$ cat config.mk
export PLATFORM = sky130hd
export DESIGN_NAME = arc4_prga
export DESIGN_NICKNAME = d
export VERILOG_FILES = /design/src/rtl/arc4_pkg.sv /design/src/rtl/arc4_prga.sv
export SDC_FILE = /design/constraint.sdc
export NUM_CORES = 1
export LEC_CHECK = 0
export ABC_AREA = 1
export CAP_MARGIN = 40
export CORE_ASPECT_RATIO = 0.7
export CORE_UTILIZATION = 29
export DETAILED_ROUTE_END_ITERATION = 7
export SYNTH_ARGS = -nofsm -noshare
export SYNTH_HDL_FRONTEND = slang
export SYNTH_SLANG_ARGS = --single-unit
$ cat constraint.sdc
create_clock -name clk -period 1.7 [get_ports clk]
set_input_delay 0.17 -clock clk [delete_from_list [all_inputs] [get_ports clk]]
set_output_delay 0.17 -clock clk [all_outputs]
set_load 0.01 [all_outputs]
$ cat src/rtl/arc4_pkg.sv
// Shared ARC4 types: byte type, PRGA state encoding and per-byte cycle cost.
package arc4_pkg;

  typedef logic [7:0] byte_t;

  localparam int PRGA_CYC_PER_BYTE = 7;

  typedef enum logic [3:0] {
    IDLE,
    LEN_RD,
    LEN_WR,
    I_RD,
    J_ADDR,
    J_RD,
    SWAP_I,
    SWAP_J,
    PAD_RD,
    PAD_WR
  } prga_state_t;

endpackage

$ cat src/rtl/arc4_prga.sv
// ARC4 PRGA stage: decrypts a length-prefixed ciphertext using the S-box left by ksa,
// swapping S entries in place and writing a length-prefixed plaintext.
module arc4_prga
  import arc4_pkg::*;
(
  input  logic       clk,
  input  logic       rst,
  input  logic       en,
  output logic       rdy,
  output logic [7:0] s_addr,
  input  logic [7:0] s_rddata,
  output logic [7:0] s_wrdata,
  output logic       s_wren,
  output logic [7:0] ct_addr,
  input  logic [7:0] ct_rddata,
  output logic [7:0] pt_addr,
  output logic [7:0] pt_wrdata,
  output logic       pt_wren
);

  prga_state_t state;

  byte_t i, j, k, len, si, sj, ctb;

  // Sequencer and datapath registers; every memory read lands one state after its address.
  always_ff @(posedge clk) begin
    if (rst) begin
      state <= IDLE;
      i     <= 8'd0;
      j     <= 8'd0;
      k     <= 8'd0;
      len   <= 8'd0;
      si    <= 8'd0;
      sj    <= 8'd0;
      ctb   <= 8'd0;
    end else begin
      case (state)
        IDLE: begin
          if (en) begin
            i     <= 8'd1;
            j     <= 8'd0;
            k     <= 8'd1;
            state <= LEN_RD;
          end
        end
        LEN_RD: state <= LEN_WR;
        LEN_WR: begin
          len   <= ct_rddata;
          state <= (ct_rddata == 8'd0) ? IDLE : I_RD;
        end
        I_RD: state <= J_ADDR;
        J_ADDR: begin
          si    <= s_rddata;
          ctb   <= ct_rddata;
          j     <= j + s_rddata;
          state <= J_RD;
        end
        J_RD: state <= SWAP_I;
        SWAP_I: begin
          sj    <= s_rddata;
          state <= SWAP_J;
        end
        SWAP_J: state <= PAD_RD;
        PAD_RD: state <= PAD_WR;
        PAD_WR: begin
          if (k == len) begin
            state <= IDLE;
          end else begin
            k     <= k + 8'd1;
            i     <= i + 8'd1;
            state <= I_RD;
          end
        end
        default: state <= IDLE;
      endcase
    end
  end

  // Memory-facing outputs decode from state so each write commits on the edge leaving it.
  always_comb begin
    rdy       = 1'b0;
    s_addr    = 8'd0;
    s_wrdata  = 8'd0;
    s_wren    = 1'b0;
    ct_addr   = 8'd0;
    pt_addr   = 8'd0;
    pt_wrdata = 8'd0;
    pt_wren   = 1'b0;
    case (state)
      IDLE: rdy = 1'b1;
      LEN_RD: ct_addr = 8'd0;
      LEN_WR: begin
        pt_addr   = 8'd0;
        pt_wrdata = ct_rddata;
        pt_wren   = 1'b1;
      end
      I_RD: begin
        s_addr  = i;
        ct_addr = k;
      end
      J_RD: s_addr = j;
      SWAP_I: begin
        s_addr   = i;
        s_wrdata = s_rddata;
        s_wren   = 1'b1;
      end
      SWAP_J: begin
        s_addr   = j;
        s_wrdata = si;
        s_wren   = 1'b1;
      end
      PAD_RD: s_addr = si + sj;
      PAD_WR: begin
        pt_addr   = k;
        pt_wrdata = s_rddata ^ ctb;
        pt_wren   = 1'b1;
      end
      default: rdy = 1'b0;
    endcase
  end

endmodule

Word-level counts from Yosys, hierarchy flattened:

Cells that the tools add are included.

* muxes and demuxes: 19
* add/subtract/negate cells: 4
* reductions and logical operators: 10
* equal/unequal tests: 12
* bitwise operators: 1

Operators with widths (count)
* $pmux W8 S2: 5
* $mux W8: 6
* $pmux W4 S10: 1
* $pmux W8 S3: 1
* $add A8 B1 Y8 const B: 2
* $add A8 B8 Y8: 2
* $eq A4 B3 Y1 const B: 4
* $eq A4 B2 Y1 const B: 2
* $eq A4 B4 Y1 const B: 2
* $eq A8 B8 Y1: 1
* $logic_not A8 Y1: 1
* $reduce_or A2 Y1: 4
* $xor A8 B8 Y8: 1
* $eq A4 B1 Y1 const B: 1
* $logic_not A4 Y1: 1
* $mux W2: 2
* $mux W4: 1
* $ne A2 B2 Y1 const B: 2
* $reduce_bool A2 Y1: 2
* $mux W1: 3
* $reduce_and A3 Y1: 1
* $reduce_and A2 Y1: 1

* input bits: 19
* word-level logic and storage cells: 54
* output and inout port bits: 43
* flip-flop bits (word level): 60

Logic depth before layout (Yosys ltp):

Gate-level depths: netlist of run 1.

* depth in word-level cells: 3
* depth in mapped cells: 12
* depth with buffers taken out: 10

Least setup slack after synthesis of run 1:

Ideal clock, no wire load.

* path kind: register to output
* start point: register si[0]
* end point: output s_addr[6]
* cell stages (with the launch flop): 7
* arrival: 1512 ps
* path buffers: 0
* required time: 1530 ps
* setup slack: 18 ps
* path through: dfxtp_1 > ha_1 > fa_1 > nand4_1 > nand3_1 > xor2_1 > o21ai_0

* longest elaborated chain between the ends: 2

RTL lines
* start: declaration: RTL line arc4_prga.sv:23 `byte_t i, j, k, len, si, sj, ctb;`
* start signal: assignment: RTL line arc4_prga.sv:53 `si <= s_rddata;`
* $add A8 B8 Y8: RTL line arc4_prga.sv:112 `PAD_RD: s_addr = si + sj;`
* $pmux W8 S3: RTL line arc4_prga.sv:89 `case (state)`
* end: declaration: RTL line arc4_prga.sv:10 `output logic [7:0] s_addr,`

Every way passes these cells.

Worst setup path in the final report of run 1:

* start point: register sj[0]
* end point: output s_addr[4]

* longest elaborated chain between the ends: 2

RTL lines
* start: declaration: RTL line arc4_prga.sv:23
* start signal: assignment: RTL line arc4_prga.sv:60 `sj <= s_rddata;`
* $add A8 B8 Y8: RTL line arc4_prga.sv:112
* $pmux W8 S3: RTL line arc4_prga.sv:89

Every way passes these cells.

==> metrics.txt, run 1 <==
post-DP HPWL 9360 um; Synth top cells by count nand2_1, nor2_1, dfxtp_1; Max Fclk ~500 MHz; Post-Route WL roughly 14000 um; critical path fanouts, max 3; Overall Global Routing Usage 20.8%; clk root buf clkbuf_16; status finished with violations; Total Neg Setup Slack -2.44 ns; Cell Pwr Density 787 nW/um2; Combinational Power Share around 28%; nets@finish 765; Final period util 118%; Post-route DRC 0; DR vias/cell 4.84; Buffers on Ports a little over 60; FFs w/ async S/R, synth 0%; Hold-fix buffers, CTS 0; Post-DRT Antenna Nets 0; Non-Filler Instances 895; Post-synth top flop dfxtp_1; max_slew headroom between 50 and 60%; global-route wire length before repair 20400 um; Startpoint Class register; full die area roughly 13000 um2; total congestion overflow 0; failing checks setup timing; largest net degree at the start of global routing 42; initial antenna violation count 0; Tmin final 2.00 ns; Setup WS post-layout -0.300 ns; Yosys top cell by area dfxtp_1; crit path kind reg -> out; TritonRoute pass-1 iters 5; Initial Util just under 30%; diode count 0; clock-pin transition on the worst setup and hold timing paths approximately 0.05 ns; worst slack at placement -0.550 ns; final instance area ~6100 um2; CTS buffer count 9; synthesized area 3680 um2; vias about 4300; final setup fails 26; post-synthesis sequential area ratio roughly a third; overall power approximately 4.8 mW; Area after DPL 5040 um2; P&R area growth vs syn 64.4%; Hold Crit Class in -> reg; synth top area cells dfxtp_1, nand2_1, nor2_1, a21oi_1, nand3_1; worst ir drop on vdd about 550 uV; synth warn 0; share of layout cells above drive strength 1 a little under two fifths; clock share of power about two fifths; die width 137 um; number of synthesized flops with an enable pin 0; post-synth cell types 32; starting DRC count in detailed routing between 200 and 300; routed length per instance around 15 um; row count 34; CTS tree done; RD Place Congestion 0.874; Final Hold Viols 0; synthesized instance count ~560; critical path arrival 1.83 ns; Leak Pwr 2.77 nW; r2r setup slk about 0.08 ns; Synthesized Nets roughly 600; CTS H-tree lvls 3; Seq pwr share approximately a third; CP Capture Type output port; Worst Max-Slew Pin Slew 0.688 ns; cell with the most instances after synthesis nand2_1; RSZ-0062 raised after global routing true; # Max-Cap Violations 0; clk_lat worst skew 0.34 ns; die height between 90 and 100 um; CTS sink cnt 60; internal power between 3 and 4 mW; Slew Limit Fails 0; Top-Level Pins just over 60; Net Switching ~1.5 mW; Crit path required time ~1.5 ns; Core Area approximately 12000 um2; final worst clock skew about 0.0081 ns; Max Buffers Root-to-Sink 2; Sw Ratio between 30% and 40%; flop and latch count out of synthesis 60; placed cells around 850; Synth Area per Inst 6.55 um2; vias in the first global route between 4000 and 5000; Synth top area share between 30% and 40%
==> worst paths after layout <==
kind,start,to,cells past startpoint
worst min-delay path,s_rddata[0],si[0]$_SDFFE_PP0P_,3
worst min register to register,len[4]$_SDFFE_PP0N_,len[4]$_SDFFE_PP0N_,2
worst max-delay path,sj[0]$_SDFFE_PP0P_,s_addr[4],6
worst max register to register,state[1]$_SDFFE_PP0P_,k[0]$_SDFFE_PP0P_,12
==> cells by family after synthesis <==
kind of cell	synth area share, %
buffers and inverters	8.94
xor gates and xnor gates	5.47
and+or+nand+nor	32.3
adders and majority gates	6.53
AOI/OAI and AO/OA	14.2
DFF	32.6
==> layer usage <==
| layer | GRT usage [%] | routed length (um) | vias to the layer above |
|---|---|---|---|
| li1 | - | - | 2172 |
| met1 | 29.1 | 6410 | 2000 |
| met2 | 32.1 | 5940 | 142 |
| met3 | 4.79 | 960 | 18 |
| met4 | 5.28 | 190 | 0 |
| met5 | 0 | 0 | - |
==> stage by stage <==
step | util, % | hold WS (ns)
after floorplan | - | 0.305
after global placement | 40.7 | 0.459
after detailed placement | 40.7 | 0.466
after CTS | 45.0 | 0.479
after global routing | 48.9 | 0.310
final | 48.9 | 0.277
==> flip-flops by register name, summed over array words and instances, names as in the netlist <==
| signal | flops |
|---|---|
| k | 8 |
| i | 8 |
| state | 4 |
| j | 8 |
| sj | 8 |
| si | 8 |
| len | 8 |
| ctb | 8 |
==> what timing repair did <==
item | CTS | global route
resized for setup | 250 | 120
buffers inserted | 10 | 20
gates cloned | 1 | 1
setup endpoints to repair | 65 | 68
pin swaps | 23 | 21
==> area by class of cell <==
class	count	area, um2
Multi-Input combinational cell	426	2610
Timing Repair Buffer	175	1470
Clock buffer	10	239
Inverter	56	239
Tap cell	162	203
Sequential cell	60	1230
Clock inverter	6	63.8
Fill cell	1160	6330
==> power by group through the flow <==
stage	clock [mW]	combinational (mW)	sequential, mW
3_3_place_gp	0	0.972	1.57
6_report	1.85	1.34	1.57
3_5_place_dp	0	0.990	1.57
5_1_grt	1.95	1.45	1.58
2_1_floorplan	0	0.475	1.56
4_1_cts	1.87	1.14	1.56
==> layout by cell type, fill, tap and decap left out, types with 8 or more instances in the layout <==
cell             synthesis  layout
clkdlybuf4s50_1          0      14
nor2_4                   0      15
nand3_1                 47      43
ha_1                    16       8
o21ai_2                  0      11
clkbuf_16                0      10
a21oi_1                 50      50
buf_2                    2      30
nor2_1                  81      60
buf_4                    1      94
nand4_1                  8       8
nand2_4                  0      13
o21ai_0                 35      23
ha_4                     0       8
xnor2_1                 16      16
nand2_1                135     111
dfxtp_1                 60      48
nand2_2                  3      14
inv_1                   50      38
buf_6                    3      24
dfxtp_2                  0       8
inv_2                    4      10
==> worst max-delay path, stage by stage (launching register included) <==
cell     delay (ns)
dfxtp_2        0.33
ha_4           0.16
fa_2           0.36
a31oi_1        0.21
xor2_1         0.09
o21ai_1        0.18
buf_2          0.16
(Power assumes the default switching activity.)
==> run 2: changes to the inputs <==
--- a/config.mk
+++ b/config.mk
@@ -10,6 +10,7 @@
 export CORE_ASPECT_RATIO = 0.7
 export CORE_UTILIZATION = 29
 export DETAILED_ROUTE_END_ITERATION = 7
+export PLACE_DENSITY = 0.56
 export SYNTH_ARGS = -nofsm -noshare
 export SYNTH_HDL_FRONTEND = slang
 export SYNTH_SLANG_ARGS = --single-unit
==> run 2 against run 1 <==
Net effect: the run still ends with setup timing left; combinational power is 15% lower; final area fell by 4.9%; clock skew shrank 0.00085 ns; global-route usage is 0.49 points higher; critical endpoint unchanged; highest routed layer unchanged.
==> metrics.txt, run 2 (synthesis gave the netlist of run 1 again) <==
clk root buf clkbuf_16; Final period util 117%; Max Buffers Root-to-Sink 2; Slew Limit Fails 0; Total Neg Setup Slack -2.08 ns; Leak Pwr roughly 2.6 nW; max_slew headroom between 50% and 60%; Area after DPL 5020 um2; Worst Max-Slew Pin Slew approximately 0.60 ns; Worst Path Buf+Inv 1; final worst clock skew around 0.0073 ns; Final Util approximately 46%; commonest cells after routing, fill and taps aside nand2_1, buf_4, nor2_1; full die area approximately 13000 um2; Overall Global Routing Usage between 20% and 30%; die height between 90 and 100 um; slowest stage delay, CP approximately 0.37 ns; final instance area between 5000 and 6000 um2; CTS buffer count 9; Post-route DRC 0; Critical Path, Cell by Cell ha_4 > fa_2 > a31oi_2 > xor2_1 > o21ai_1 > buf_2; die width 137 um; Top-Level Pins 62; routed length per instance approximately 15 um; clock-pin transition on the worst setup and hold timing paths around 0.050 ns; failing checks setup timing; status finished with violations; r2r setup slk 0.07 ns; Cell Pwr Density 776 nW/um2; largest net degree at the start of global routing 42; critical path fanouts, max 3; Initial Util 29.7%; P&R area growth vs syn 56.3%; Post-DRT Antenna Nets 0; post-DP HPWL ~9500 um; vias approximately 4300; TritonRoute pass-1 iters 5; worst ir drop on vdd just under 500 uV; clk_lat worst skew approximately 0.33 ns; Final Hold Viols 0; diode count 0; Post-Route WL between 10000 and 15000 um; critical path arrival between 1.5 and 2 ns; CTS tree done; Worst Setup SP si[0]$_SDFFE_PP0P_; r2r endpoint i[0]$_SDFFE_PP0P_; total congestion overflow 0; global-route wire length before repair ~21000 um; # Max-Cap Violations 0; row count 34; CTS H-tree lvls 3; Setup WS post-layout -0.292 ns; Max Fclk 502 MHz; RR Startpoint state[1]$_SDFFE_PP0P_; initial antenna violation count 0; Core Area between 10000 and 15000 um2; share of layout cells above drive strength 1 35.3%; Worst Reg-to-Reg Cells 10; Crit path required time between 1.5 and 2 ns; RD Place Congestion 0.858; Worst path depth 6; starting DRC count in detailed routing approximately 300; CTS sink cnt 60; RSZ-0062 raised after global routing true; Tmin final around 2.0 ns; Hold Crit Class in -> reg; vias in the first global route approximately 4000; commonest non-fill, non-tap cell in the layout nand2_1; Startpoint Class register; Slowest-stage cell, CP fa_2; Top delay family on crit path adder cells; nets@finish between 700 and 800; final setup fails 16; Buffers on Ports slightly above 60; CP Capture Point s_addr[4]; crit path kind reg -> out; DR vias/cell approximately 4.9; CP Capture Type output port
-- run 2: changes by cell type in the layout (fill, tap and decap cells not counted), moves of 4 or more --
cell,previous run,this run
buf_4,94,80
nand2_4,13,3
nand2_1,111,118
nor2_2,7,13
o21ai_2,11,5
nor2_4,15,10
buf_2,30,34
buf_6,24,20
o21ai_1,1,5
-- run 2: worst min path at each step --
stage,slack (ns),end,startpoint,cells after the start
global route,0.39,si[0]$_SDFFE_PP0P_,s_rddata[0],4
detailed placement,0.47,len[3]$_SDFFE_PP0N_,len[3]$_SDFFE_PP0N_,2
CTS,0.48,len[3]$_SDFFE_PP0N_,len[3]$_SDFFE_PP0N_,2
floorplan,0.30,si[0]$_SDFFE_PP0P_,s_rddata[0],2
global placement,0.46,sj[4]$_SDFFE_PP0P_,sj[4]$_SDFFE_PP0P_,2
finish,0.38,si[0]$_SDFFE_PP0P_,s_rddata[0],4
-- run 2: layer usage --
metal,track usage (%),vias up,part of all wire [%]
met4,6.67,0,2.1
li1,-,2134,-
met1,29.2,1978,47
met2,33.3,180,43
met3,4.58,20,8.0
met5,0,-,0
-- run 2: through the flow --
step                      std cells  hold WS [ns]  power [mW]  setup slack (ns)
after CTS                       868         0.479        4.37            -0.275
after global placement          848         0.458        2.52            -0.422
final                           879         0.384        4.46            -0.292
after detailed placement        848         0.471        2.53            -0.488
after global routing            879         0.387        4.67            -0.359
after floorplan                 562         0.305        2.04            0.0180
-- run 2: cell type report --
class	instances	area, um2
Fill cell	1211	6630
Multi-Input combinational cell	425	2500
Timing Repair Buffer	160	1310
Sequential cell	60	1230
Clock buffer	10	229
Inverter	56	228
Tap cell	162	203
Clock inverter	5	53.8
Timing Repair inverter	1	6.26
-- run 2: what timing repair did --
item                                    in CTS  in global routing
setup buffers                                5                 10
pin swaps                                   14                 14
gates resized for setup                    243                 83
hold buffers                                 0                  0
endpoints found under the hold margin        0                  0
gates cloned                                 1                  2
endpoints found under the setup margin      56                 66
-- run 2: power by group --
group          leakage (nW)  internal, mW  switching, mW
combinational          1.96         0.491          0.646
clock                 0.142          1.12          0.629
sequential            0.492          1.49         0.0879
total                  2.59          3.10           1.36
-- run 2: worst register-to-register path, stage by stage (launching register included) --
cell and delay (ns):
dfxtp_4 0.36, buf_6 0.13, nor2_4 0.12, nand3_2 0.10
buf_6 0.16, buf_6 0.15, inv_4 0.07, nand2_4 0.09
buf_4 0.18, o21ai_1 0.12, nor2_1 0.05
